File: src/rtl/mips_abb_pkg.sv
// ---------------------------------------------------------------------------
// mips_abb_pkg -- shared types and constants for the EXE-stage multiplier.
//   WIDTH_REG : architectural register width
//   MUL_CNT_W : width of the multiplier step counter for WIDTH_REG operands
//   mul_state : multiplier controller FSM states (IDLE / RUN / DONE)
// Optional feature macro used by the multiplier: EXE_MUL_EARLY_EXIT_EN.
// ---------------------------------------------------------------------------
package mips_abb_pkg;

    localparam int WIDTH_REG = 32;
    localparam int MUL_CNT_W = $clog2(WIDTH_REG);

    typedef enum logic [1:0] {
        IDLE = 2'd0,
        RUN  = 2'd1,
        DONE = 2'd2
    } mul_state;

endpackage

File: src/rtl/exe_mul_ctrl_if.sv
// ---------------------------------------------------------------------------
// exe_mul_ctrl_if -- EXE <-> multiplier handshake bundle.
//   mul_i_start  : multiply request (ALU_MUL sitting in EXE)
//   mul_i_src1   : multiplicand
//   mul_i_src2   : multiplier
//   mul_i_flush  : abort current operation
//   mul_o_stall  : freeze IF/ID/EXE pipeline registers
//   mul_o_valid  : one-cycle product-ready strobe
//   mul_o_res    : product low word
//   mul_o_res_hi : product high word
//   mul_o_busy   : multiplier iterating
// master = EXE stage side, slave = multiplier side.
// ---------------------------------------------------------------------------
interface exe_mul_ctrl_if
    import mips_abb_pkg::*;
#(
    parameter int MUL_W = WIDTH_REG
);
    logic             mul_i_start;
    logic [MUL_W-1:0] mul_i_src1;
    logic [MUL_W-1:0] mul_i_src2;
    logic             mul_i_flush;
    logic             mul_o_stall;
    logic             mul_o_valid;
    logic [MUL_W-1:0] mul_o_res;
    logic [MUL_W-1:0] mul_o_res_hi;
    logic             mul_o_busy;

    modport master (
        output mul_i_start, mul_i_src1, mul_i_src2, mul_i_flush,
        input  mul_o_stall, mul_o_valid, mul_o_res, mul_o_res_hi, mul_o_busy
    );

    modport slave (
        input  mul_i_start, mul_i_src1, mul_i_src2, mul_i_flush,
        output mul_o_stall, mul_o_valid, mul_o_res, mul_o_res_hi, mul_o_busy
    );
endinterface

File: src/rtl/exe_mul_ctrl.sv
// ---------------------------------------------------------------------------
// exe_mul_ctrl -- iterative shift-and-add unsigned multiplier for EXE.
//   clk : clock, all state on rising edge
//   rst : synchronous active-high reset
//   mul : exe_mul_ctrl_if.slave (start/src1/src2/flush in,
//         stall/valid/res/res_hi/busy out)
// One RUN cycle per multiplier bit; the product is registered on entry to
// DONE, strobed with mul_o_valid for that one cycle, and held until the next
// completed product. EXE selects mul_o_res for ALU_MUL.
// Optional: define EXE_MUL_EARLY_EXIT_EN to leave RUN as soon as the
// remaining multiplier bits are all zero.
// ---------------------------------------------------------------------------
module exe_mul_ctrl
    import mips_abb_pkg::*;
#(
    parameter int MUL_W = WIDTH_REG
) (
    input  logic          clk,
    input  logic          rst,
    exe_mul_ctrl_if.slave mul
);

    localparam int CNT_W = (MUL_W > 1) ? $clog2(MUL_W) : 1;

    mul_state               state;
    logic [2*MUL_W-1:0]     mcand;
    logic [2*MUL_W-1:0]     acc;
    logic [MUL_W-1:0]       mplier;
    logic [CNT_W-1:0]       cnt;
    logic [MUL_W-1:0]       res_q;
    logic [MUL_W-1:0]       res_hi_q;
    logic                   valid_q;
    logic                   busy_q;

    logic [2*MUL_W-1:0]     acc_nxt;
    logic [MUL_W-1:0]       mplier_nxt;
    logic                   last;

    always_comb begin
        acc_nxt    = acc + (mplier[0] ? mcand : '0);
        mplier_nxt = mplier >> 1;
        last       = (cnt == CNT_W'(MUL_W - 1));
`ifdef EXE_MUL_EARLY_EXIT_EN
        // Nothing left to add once the remaining multiplier bits are zero.
        last       = last | (mplier_nxt == '0);
`endif
    end

    always_ff @(posedge clk) begin
        if (rst) begin
            state    <= IDLE;
            mcand    <= '0;
            acc      <= '0;
            mplier   <= '0;
            cnt      <= '0;
            res_q    <= '0;
            res_hi_q <= '0;
            valid_q  <= 1'b0;
            busy_q   <= 1'b0;
        end else begin
            valid_q <= 1'b0;
            case (state)
                IDLE: begin
                    if (mul.mul_i_start && !mul.mul_i_flush) begin
                        mcand  <= {{MUL_W{1'b0}}, mul.mul_i_src1};
                        mplier <= mul.mul_i_src2;
                        acc    <= '0;
                        cnt    <= '0;
                        busy_q <= 1'b1;
                        state  <= RUN;
                    end
                end
                RUN: begin
                    if (mul.mul_i_flush) begin
                        busy_q <= 1'b0;
                        state  <= IDLE;
                    end else begin
                        acc    <= acc_nxt;
                        mcand  <= mcand << 1;
                        mplier <= mplier_nxt;
                        cnt    <= cnt + 1'b1;
                        if (last) begin
                            // Product registered here so it is stable for
                            // the whole DONE cycle and beyond.
                            res_q    <= acc_nxt[MUL_W-1:0];
                            res_hi_q <= acc_nxt[2*MUL_W-1:MUL_W];
                            valid_q  <= 1'b1;
                            busy_q   <= 1'b0;
                            state    <= DONE;
                        end
                    end
                end
                DONE: begin
                    // start is still high here for the same instruction;
                    // always go back to IDLE so it cannot retrigger.
                    state <= IDLE;
                end
                default: begin
                    busy_q <= 1'b0;
                    state  <= IDLE;
                end
            endcase
        end
    end

    // Stall must rise in the same cycle the request appears, so it is
    // decoded from state rather than registered. Low in DONE lets EXE move.
    assign mul.mul_o_stall  = !rst &&
                              (((state == IDLE) && mul.mul_i_start && !mul.mul_i_flush) ||
                               (state == RUN));
    assign mul.mul_o_valid  = valid_q;
    assign mul.mul_o_res    = res_q;
    assign mul.mul_o_res_hi = res_hi_q;
    assign mul.mul_o_busy   = busy_q;

endmodule

File: src/flat_wrapper.sv
// flat-port wrapper written by rule: the top's interface ports become plain ports
module exe_mul_ctrl_flat import mips_abb_pkg::*;
#(
    parameter int MUL_W = WIDTH_REG
)
  (clk, rst, mul_mul_i_start, mul_mul_i_src1, mul_mul_i_src2, mul_mul_i_flush, mul_mul_o_stall, mul_mul_o_valid, mul_mul_o_res, mul_mul_o_res_hi, mul_mul_o_busy);
  exe_mul_ctrl_if #(.MUL_W(MUL_W)) mul_i ();
  input  logic clk;
  input  logic rst;
  input wire logic [$bits(mul_i.mul_i_start)-1:0] mul_mul_i_start;
  input wire logic [$bits(mul_i.mul_i_src1)-1:0] mul_mul_i_src1;
  input wire logic [$bits(mul_i.mul_i_src2)-1:0] mul_mul_i_src2;
  input wire logic [$bits(mul_i.mul_i_flush)-1:0] mul_mul_i_flush;
  output wire logic [$bits(mul_i.mul_o_stall)-1:0] mul_mul_o_stall;
  output wire logic [$bits(mul_i.mul_o_valid)-1:0] mul_mul_o_valid;
  output wire logic [$bits(mul_i.mul_o_res)-1:0] mul_mul_o_res;
  output wire logic [$bits(mul_i.mul_o_res_hi)-1:0] mul_mul_o_res_hi;
  output wire logic [$bits(mul_i.mul_o_busy)-1:0] mul_mul_o_busy;
  assign mul_i.mul_i_start = mul_mul_i_start;
  assign mul_i.mul_i_src1 = mul_mul_i_src1;
  assign mul_i.mul_i_src2 = mul_mul_i_src2;
  assign mul_i.mul_i_flush = mul_mul_i_flush;
  assign mul_mul_o_stall = mul_i.mul_o_stall;
  assign mul_mul_o_valid = mul_i.mul_o_valid;
  assign mul_mul_o_res = mul_i.mul_o_res;
  assign mul_mul_o_res_hi = mul_i.mul_o_res_hi;
  assign mul_mul_o_busy = mul_i.mul_o_busy;
  exe_mul_ctrl #(.MUL_W(MUL_W)) u_core (.clk(clk), .rst(rst), .mul(mul_i));
endmodule
File: config.mk
export PLATFORM = sky130hd
export DESIGN_NAME = exe_mul_ctrl_flat
export DESIGN_NICKNAME = d
export VERILOG_FILES = /design/src/rtl/mips_abb_pkg.sv /design/src/rtl/exe_mul_ctrl_if.sv /design/src/rtl/exe_mul_ctrl.sv /design/src/flat_wrapper.sv
export SDC_FILE = /design/constraint.sdc
export NUM_CORES = 1
export LEC_CHECK = 0
export ABC_AREA = 1
export CAP_MARGIN = 15
export CELL_PAD_IN_SITES_DETAIL_PLACEMENT = 1
export CELL_PAD_IN_SITES_GLOBAL_PLACEMENT = 2
export CORE_ASPECT_RATIO = 2
export CORE_MARGIN = 3
export CORE_UTILIZATION = 34
export CTS_CLUSTER_SIZE = 25
export DETAILED_ROUTE_END_ITERATION = 6
export DONT_BUFFER_PORTS = 1
export PLACE_DENSITY = 0.81
export SLEW_MARGIN = 20
export SYNTH_ARGS = -nofsm -noshare
export SYNTH_HDL_FRONTEND = slang
export SYNTH_SLANG_ARGS = --single-unit
File: constraint.sdc
create_clock -name clk -period 3.05 [get_ports clk]
set_clock_uncertainty 0.15 [all_clocks]
set_input_delay 0.61 -clock clk [delete_from_list [all_inputs] [get_ports clk]]
set_output_delay 0.61 -clock clk [all_outputs]
set_load 0.01 [all_outputs]
==> results of run 1 <==
-- layout make-up --
class | instances | share of cell area [%]
repair buffers | 92 | 5.03
clock buffers | 35 | 4.06
flip-flops and latches | 233 | 26.5
well taps | 550 | 3.91
clock inverters | 11 | 1.02
multi-input cells | 1814 | 49.4
inverters | 469 | 10.0
-- sequential cells by signal (all words and copies together) (netlist names) --
register,cells
u_core.acc,64
u_core.cnt,5
u_core.mcand,64
u_core.mplier,32
u_core.mul.mul_o_busy,1
u_core.mul.mul_o_res,32
u_core.mul.mul_o_res_hi,32
u_core.mul.mul_o_valid,1
u_core.state,2
-- placed cells by master, fill, tap and decap left out, drive strengths merged --
master / synthesis / final
a21o: 9 / 9
a21oi: 145 / 145
a311oi: 1 / 1
a31oi: 62 / 62
and2: 1 / 1
and3: 1 / 1
buf: 40 / 92
bufinv: 0 / 4
clkbuf: 56 / 35
clkinv: 0 / 4
clkinvlp: 0 / 2
dfxtp: 233 / 233
fa: 1 / 1
ha: 65 / 65
inv: 469 / 470
nand2: 1022 / 1022
nand3: 80 / 80
nand3b: 11 / 11
nand4: 2 / 2
nor2: 237 / 237
nor3: 18 / 18
nor4: 2 / 2
o211ai: 2 / 2
o21ai: 121 / 121
o21bai: 2 / 2
or2: 3 / 3
xor2: 29 / 29
-- layer usage --
| layer | vias to the layer above | global-route usage [%] | wire length (um) |
|---|---|---|---|
| met3 | 159 | 2.24 | 1470 |
| met2 | 263 | 52.0 | 35000 |
| met4 | 0 | 21.5 | 6550 |
| li1 | 7981 | - | - |
| met5 | - | 0 | 0 |
| met1 | 7483 | 23.4 | 20800 |
-- synth_stat cells, types with 2 or more instances --
cell / instances
a21o_1: 9
a21oi_1: 144
a31oi_1: 62
buf_1: 9
buf_2: 30
clkbuf_1: 56
dfxtp_1: 233
ha_1: 65
inv_1: 463
inv_2: 6
nand2_1: 1018
nand2_2: 4
nand3_1: 77
nand3_2: 3
nand3b_1: 9
nand3b_2: 2
nand4_1: 2
nor2_1: 232
nor2_2: 2
nor2_4: 3
nor3_1: 14
nor3_2: 4
nor4_1: 2
o211ai_1: 2
o21ai_0: 79
o21ai_1: 42
o21bai_1: 2
or2_2: 2
xor2_1: 29
-- what timing repair did --
item / in CTS / in global routing
hold buffers: 1 / 0
hold endpoints to repair: 69 / 0
buffers inserted: 0 / 1
setup endpoints to repair: 31 / 84
resized for setup: 14 / 86
-- worst paths after layout --
path	endpoint	slack, ps	cells past startpoint
worst min register to register	u_core.mplier[31]	320	2
worst max-delay path	u_core.acc[40]	100	15
worst min-delay path	u_core.mplier[5]	50	2
worst max register to register	u_core.acc[40]	100	15
-- through the flow --
step                area, um^2  TNS (ps)  total power [mW]  hold WS (ps)
finish                   17600         0              7.19          47.8
floorplan                15200         0              3.61           290
global route             17600      -266              7.45          34.2
CTS                      17300         0              7.29          7.60
global placement         16300     -2800              3.79           298
detailed placement       16300     -3390              3.80           307
-- worst register-to-register path, stage by stage, from the launching register on --
cell and delay, ps:
dfxtp_4 390, buf_8 170, nand2_1 160, inv_1 80
ha_1 380, nand2_2 150, nor2_1 240, nand2_1 150
nor2_1 130, nand2_1 100, nand3_4 160, nand2_2 120
nand3b_1 120, buf_4 120, nand3_1 100, a21oi_1 180
-- power breakdown --
part / switching (mW) / total, mW / internal [mW]
logic: 0.360 / 0.532 / 0.172
registers: 0.0909 / 3.23 / 3.14
clock network: 1.44 / 3.42 / 1.99
-- kinds of logic (layout without fill, tap and decap cells) --
family                     after synthesis  after routing
and+or+nand+nor                       1377           1377
AOI/OAI and AO/OA                      342            342
buffers and inverters                  565            607
DFF                                    233            233
xor gates and xnor gates                29             29
adders and majority gates               66             66
==> impl_metrics.tcl, run 1 <==
set metrics [dict create \
    synth-async-reset-ratio_pct 0 \
    synth-seq-cells 233 \
    clockBufferDepth 3 \
    synth_area_leaders "dfxtp_1, nand2_1, inv_1" \
    syn2layout_area_growth_pct 15.8 \
    synth_edf_count 0 \
    core_mm2 0.0438 \
    worstMarginPinSlew_ps 803 \
    yosys.area_share.simple_pct 35.8 \
    cp_max_fo 16 \
    clock_sinks 233 \
    grt_overflow_total 0 \
    regArea_mm2 0.00467 \
    final-instance-count-excl-fill 3204 \
    synth_flop_cell "dfxtp_1" \
    dpl.cell_count 3156 \
    postSynthAreaPerCell_um2 5.81 \
    n_antenna_cell 0 \
    place_ws_ps -321 \
    worstSetupStartpointType "flop" \
    ir_worst_vdd_v 0.000309 \
    vias 15900 \
    synth_top_area_share_pct 30.7 \
    setup_ws_ps 99.9 \
    vias_per_cell 4.96 \
    hold_viol_final 0 \
    cp.arrival_ps 3290 \
    cp_cell_sequence "buf_8 > nand2_1 > inv_1 > ha_1 > nand2_2 > nor2_1 > nand2_1 > nor2_1 > nand2_1 > nand3_4 > nand2_2 > nand3b_1 > buf_4 > nand3_1 > a21oi_1" \
    die_area_mm2 0.0474 \
    finalWirelength_mm 63.8 \
    max-slew-margin-rel_pct 46.5 \
    clk_latency_ps 570 \
    die_y_um 305 \
    grt_setup_unrepaired "true" \
    worstSetupEndpointType "flop" \
    synth_compound_area_share_pct 12.1 \
    cp_data_required_time_ps 3390 \
    min_path_type "in2reg" \
    cp_top_family "simple AND/OR/NAND/NOR gates" \
    portBuffers 0 \
    cts_inserted_buffers 25 \
    fill_cells 5975 \
    p_leak_nw 9.58 \
    synth.area.mux_share_pct 0 \
    ys_seq_area_share_pct 30.7 \
    max_stage_delay_ps 390 \
    post-route-min-period_ps 2950 \
    antenna_found_initial 0 \
    num_rows 108 \
    firstDrtPassIters 5 \
    synthAdderAreaFrac_pct 5.49 \
    path_buf_inv 3 \
    start_util_pct 34.7 \
    r2r_start "u_core.mplier[0]" \
    drtIter0Drc 624 \
    period_share_pct 96.7 \
    powerDensity_mw_per_mm2 409 \
    max_cap_violations 0 \
    clkTransAtPathRegs_ps 70 \
    dp_hpwl_mm 50.7 \
    setup_violations 0 \
    drt-wirelength-per-cell_um 19.9 \
    crit_slowest_cell "dfxtp_4" \
    max_freq_ghz 0.339 \
    drive_above_1_share_pct 9.34 \
    grt_max_degree 108 \
    worstSetupStartpoint "u_core.mplier[0]" \
    final_util_pct 40.2 \
    multiInputGateArea_mm2 0.00869 \
    cts_max_level 1 \
    ys.warnings.count 0 \
    worst-setup-path-type "reg2reg" \
    pin_count 135 \
    grt_pass1_vias 17000 \
    die-width_um 155 \
    drc_errors 0 \
    cts_tree "yes" \
    gp_congestion 0.963 \
    layout.nets 2769 \
    syn_inst 2612 \
    ant_nets 0 \
    synth_top_family_by_area "simple AND/OR/NAND/NOR gates" \
    cts_root_buf "clkbuf_16" \
    min-delay-start "mul_mul_i_src2[5]" \
    synth_top_area_cell "dfxtp_1" \
    grt_pass1_wl_mm 96.1 \
    netlist_area_mm2 0.0152 \
    synth_cell_types 36 \
    crit_top_cell "nand2_1" \
    synth_xor_area_share_pct 1.67 \
    drv_slew 0 \
    outcome "finished clean" \
    syn_nets 2746 \
    grt_usage_pct 26.4 \
]
Note: power is estimated with default switching activity, not from simulation.
==> run 2, diff against run 1 <==
- RECOVER_POWER: default -> 50
==> run 2 against run 1 <==
Compared with the run above: the flow now finishes with violations (capacitance limit, slew limit); global-route usage is the same; via count is essentially flat; sequential share of layout area about the same; hold slack better by 1.8 ps; sequential power about the same; flip-flop and latch count is the same; fmax is 0.41% higher; power down 0.22%.
==> impl_metrics.tcl, run 2 (synthesis results as in run 1) <==
set metrics [dict create \
    biggestRegsByFlops "u_core.acc (64), u_core.mcand (64)" \
    multiInputGateArea_mm2 0.00869 \
    r2r-end "u_core.acc[40]" \
    drtIter0Drc 607 \
    layout.nets 2769 \
    layout.cells.most_common "nand2_1" \
    grtUsageMet2_pct 52.0 \
    violations "capacitance limit, slew limit" \
    setup_ws_ps 112 \
    grt_usage_pct 26.4 \
    r2r_start "u_core.mplier[0]" \
    r2r_cells 15 \
    start_util_pct 34.7 \
    powerDensity_mw_per_mm2 408 \
    final_util_pct 40.1 \
    p_leak_nw 9.57 \
    max_freq_ghz 0.340 \
    cp_max_fo 16 \
    antenna_found_initial 0 \
    firstDrtPassIters 4 \
    num_rows 108 \
    cts_inserted_buffers 25 \
    busiest_layer "met2" \
    whs_ps 49.6 \
    grtUsageMet1_pct 23.4 \
    cts_tree "yes" \
    ant_nets 0 \
    setup_violations 0 \
    hold-path-cell-count 2 \
    drv_slew 33 \
    pin_count 135 \
    syn2layout_area_growth_pct 15.7 \
    die-width_um 155 \
    worstMarginPinSlew_ps 1530 \
    outcome "finished, violations left" \
    hold-path-endpoint "u_core.mplier[8]" \
    post-route-min-period_ps 2940 \
    clockBufferDepth 3 \
    clk_latency_ps 570 \
    cp_data_required_time_ps 3390 \
    die_y_um 305 \
    finalWirelength_mm 63.7 \
    min_path_type "in2reg" \
    clkTransAtPathRegs_ps 70 \
    worstSetupStartpointType "flop" \
    gp_congestion 0.963 \
    die_area_mm2 0.0474 \
    grt_setup_unrepaired "true" \
    grt_pass1_vias 17000 \
    core_mm2 0.0438 \
    cts_root_buf "clkbuf_16" \
    regArea_mm2 0.00467 \
    vias_per_cell 4.96 \
    r2r_slack_ps 110 \
    ir_worst_vdd_v 0.000309 \
    gr-usage-met3_pct 2.24 \
    clock_sinks 233 \
    worst-setup-path-type "reg2reg" \
    worstSetupEndpointType "flop" \
    grt_max_degree 108 \
    period_share_pct 96.3 \
    vias 15900 \
    layout_common_cells "nand2_1, inv_1, dfxtp_1, nor2_1, a21oi_1" \
    grt_pass1_wl_mm 96.1 \
    portBuffers 0 \
    cts_max_level 1 \
    max_cap_violations 1 \
    fill_cells 5976 \
    n_antenna_cell 0 \
    drc_errors 0 \
    max-slew-margin-rel_pct -2.22 \
    dp_hpwl_mm 50.7 \
    cp.arrival_ps 3280 \
    drive_above_1_share_pct 9.27 \
    drt-wirelength-per-cell_um 19.9 \
    place_ws_ps -321 \
    grt_overflow_total 0 \
    min-delay-start "mul_mul_i_src2[8]" \
    hold_viol_final 0 \
]
==> run 2: changes by cell type in the layout (fill, tap and decap cells not counted), sizes merged <==
cell | before | now
clkbuf | 35 | 37
buf | 92 | 90
==> run 2: metrics by stage <==
step	area, um^2	TNS (ps)	std cells	total power, mW
floorplan	15200	0	2612	3.61
global placement	16300	-2800	3156	3.79
detailed placement	16300	-3390	3156	3.80
CTS	17300	0	3203	7.29
global route	17600	-291	3204	7.44
finish	17600	0	3204	7.17
==> run 2: repair_timing <==
| action | CTS | global route |
|---|---|---|
| hold buffers | 1 | 0 |
| hold endpoints to repair | 69 | 0 |
| endpoints found under the setup margin | 31 | 84 |
| resized for setup | 14 | 86 |
| setup buffers | 0 | 1 |
==> run 2: how the worst max path moves through the flow <==
stage          cells after the start              from  slack, ps                     endpoint
2_1_floorplan                     17  u_core.mplier[0]        350     u_core.mul.mul_o_res[20]
3_3_place_gp                      18  u_core.mplier[0]       -300  u_core.mul.mul_o_res_hi[10]
3_5_place_dp                      18  u_core.mplier[0]       -320  u_core.mul.mul_o_res_hi[10]
4_1_cts                           15  u_core.mplier[0]         10               u_core.acc[25]
5_1_grt                           19  u_core.mplier[0]        -60  u_core.mul.mul_o_res_hi[10]
6_report                          15  u_core.mplier[0]        110               u_core.acc[40]
==> run 2: final cells by class <==
| cell class | count | share of cell area, % |
|---|---|---|
| Clock inverter | 11 | 1.02 |
| Sequential cell | 233 | 26.6 |
| Tap cell | 550 | 3.92 |
| Inverter | 469 | 10.0 |
| Clock buffer | 35 | 4.06 |
| Timing Repair Buffer | 92 | 4.94 |
| Multi-Input combinational cell | 1814 | 49.5 |
==> run 2: per-layer routing <==
metal,share of wire (%),wire [um]
met1,32,20600
met4,10,6550
met5,0,0
met3,2.3,1480
met2,55,35100
==> run 2: report_power, final <==
group	switching, mW	internal, mW	total [mW]
combinational	0.358	0.168	0.527
clock	1.43	1.99	3.41
sequential	0.0900	3.14	3.23
==> run 2: worst max-delay path, stage by stage (launching register included) <==
cell	delay, ps
dfxtp_4	390
buf_8	170
nand2_1	160
inv_1	70
ha_1	380
nand2_2	150
nor2_1	230
nand2_1	150
nor2_1	130
nand2_1	100
nand3_4	150
nand2_2	110
nand3b_1	120
buf_4	120
nand3_1	100
a21oi_1	180
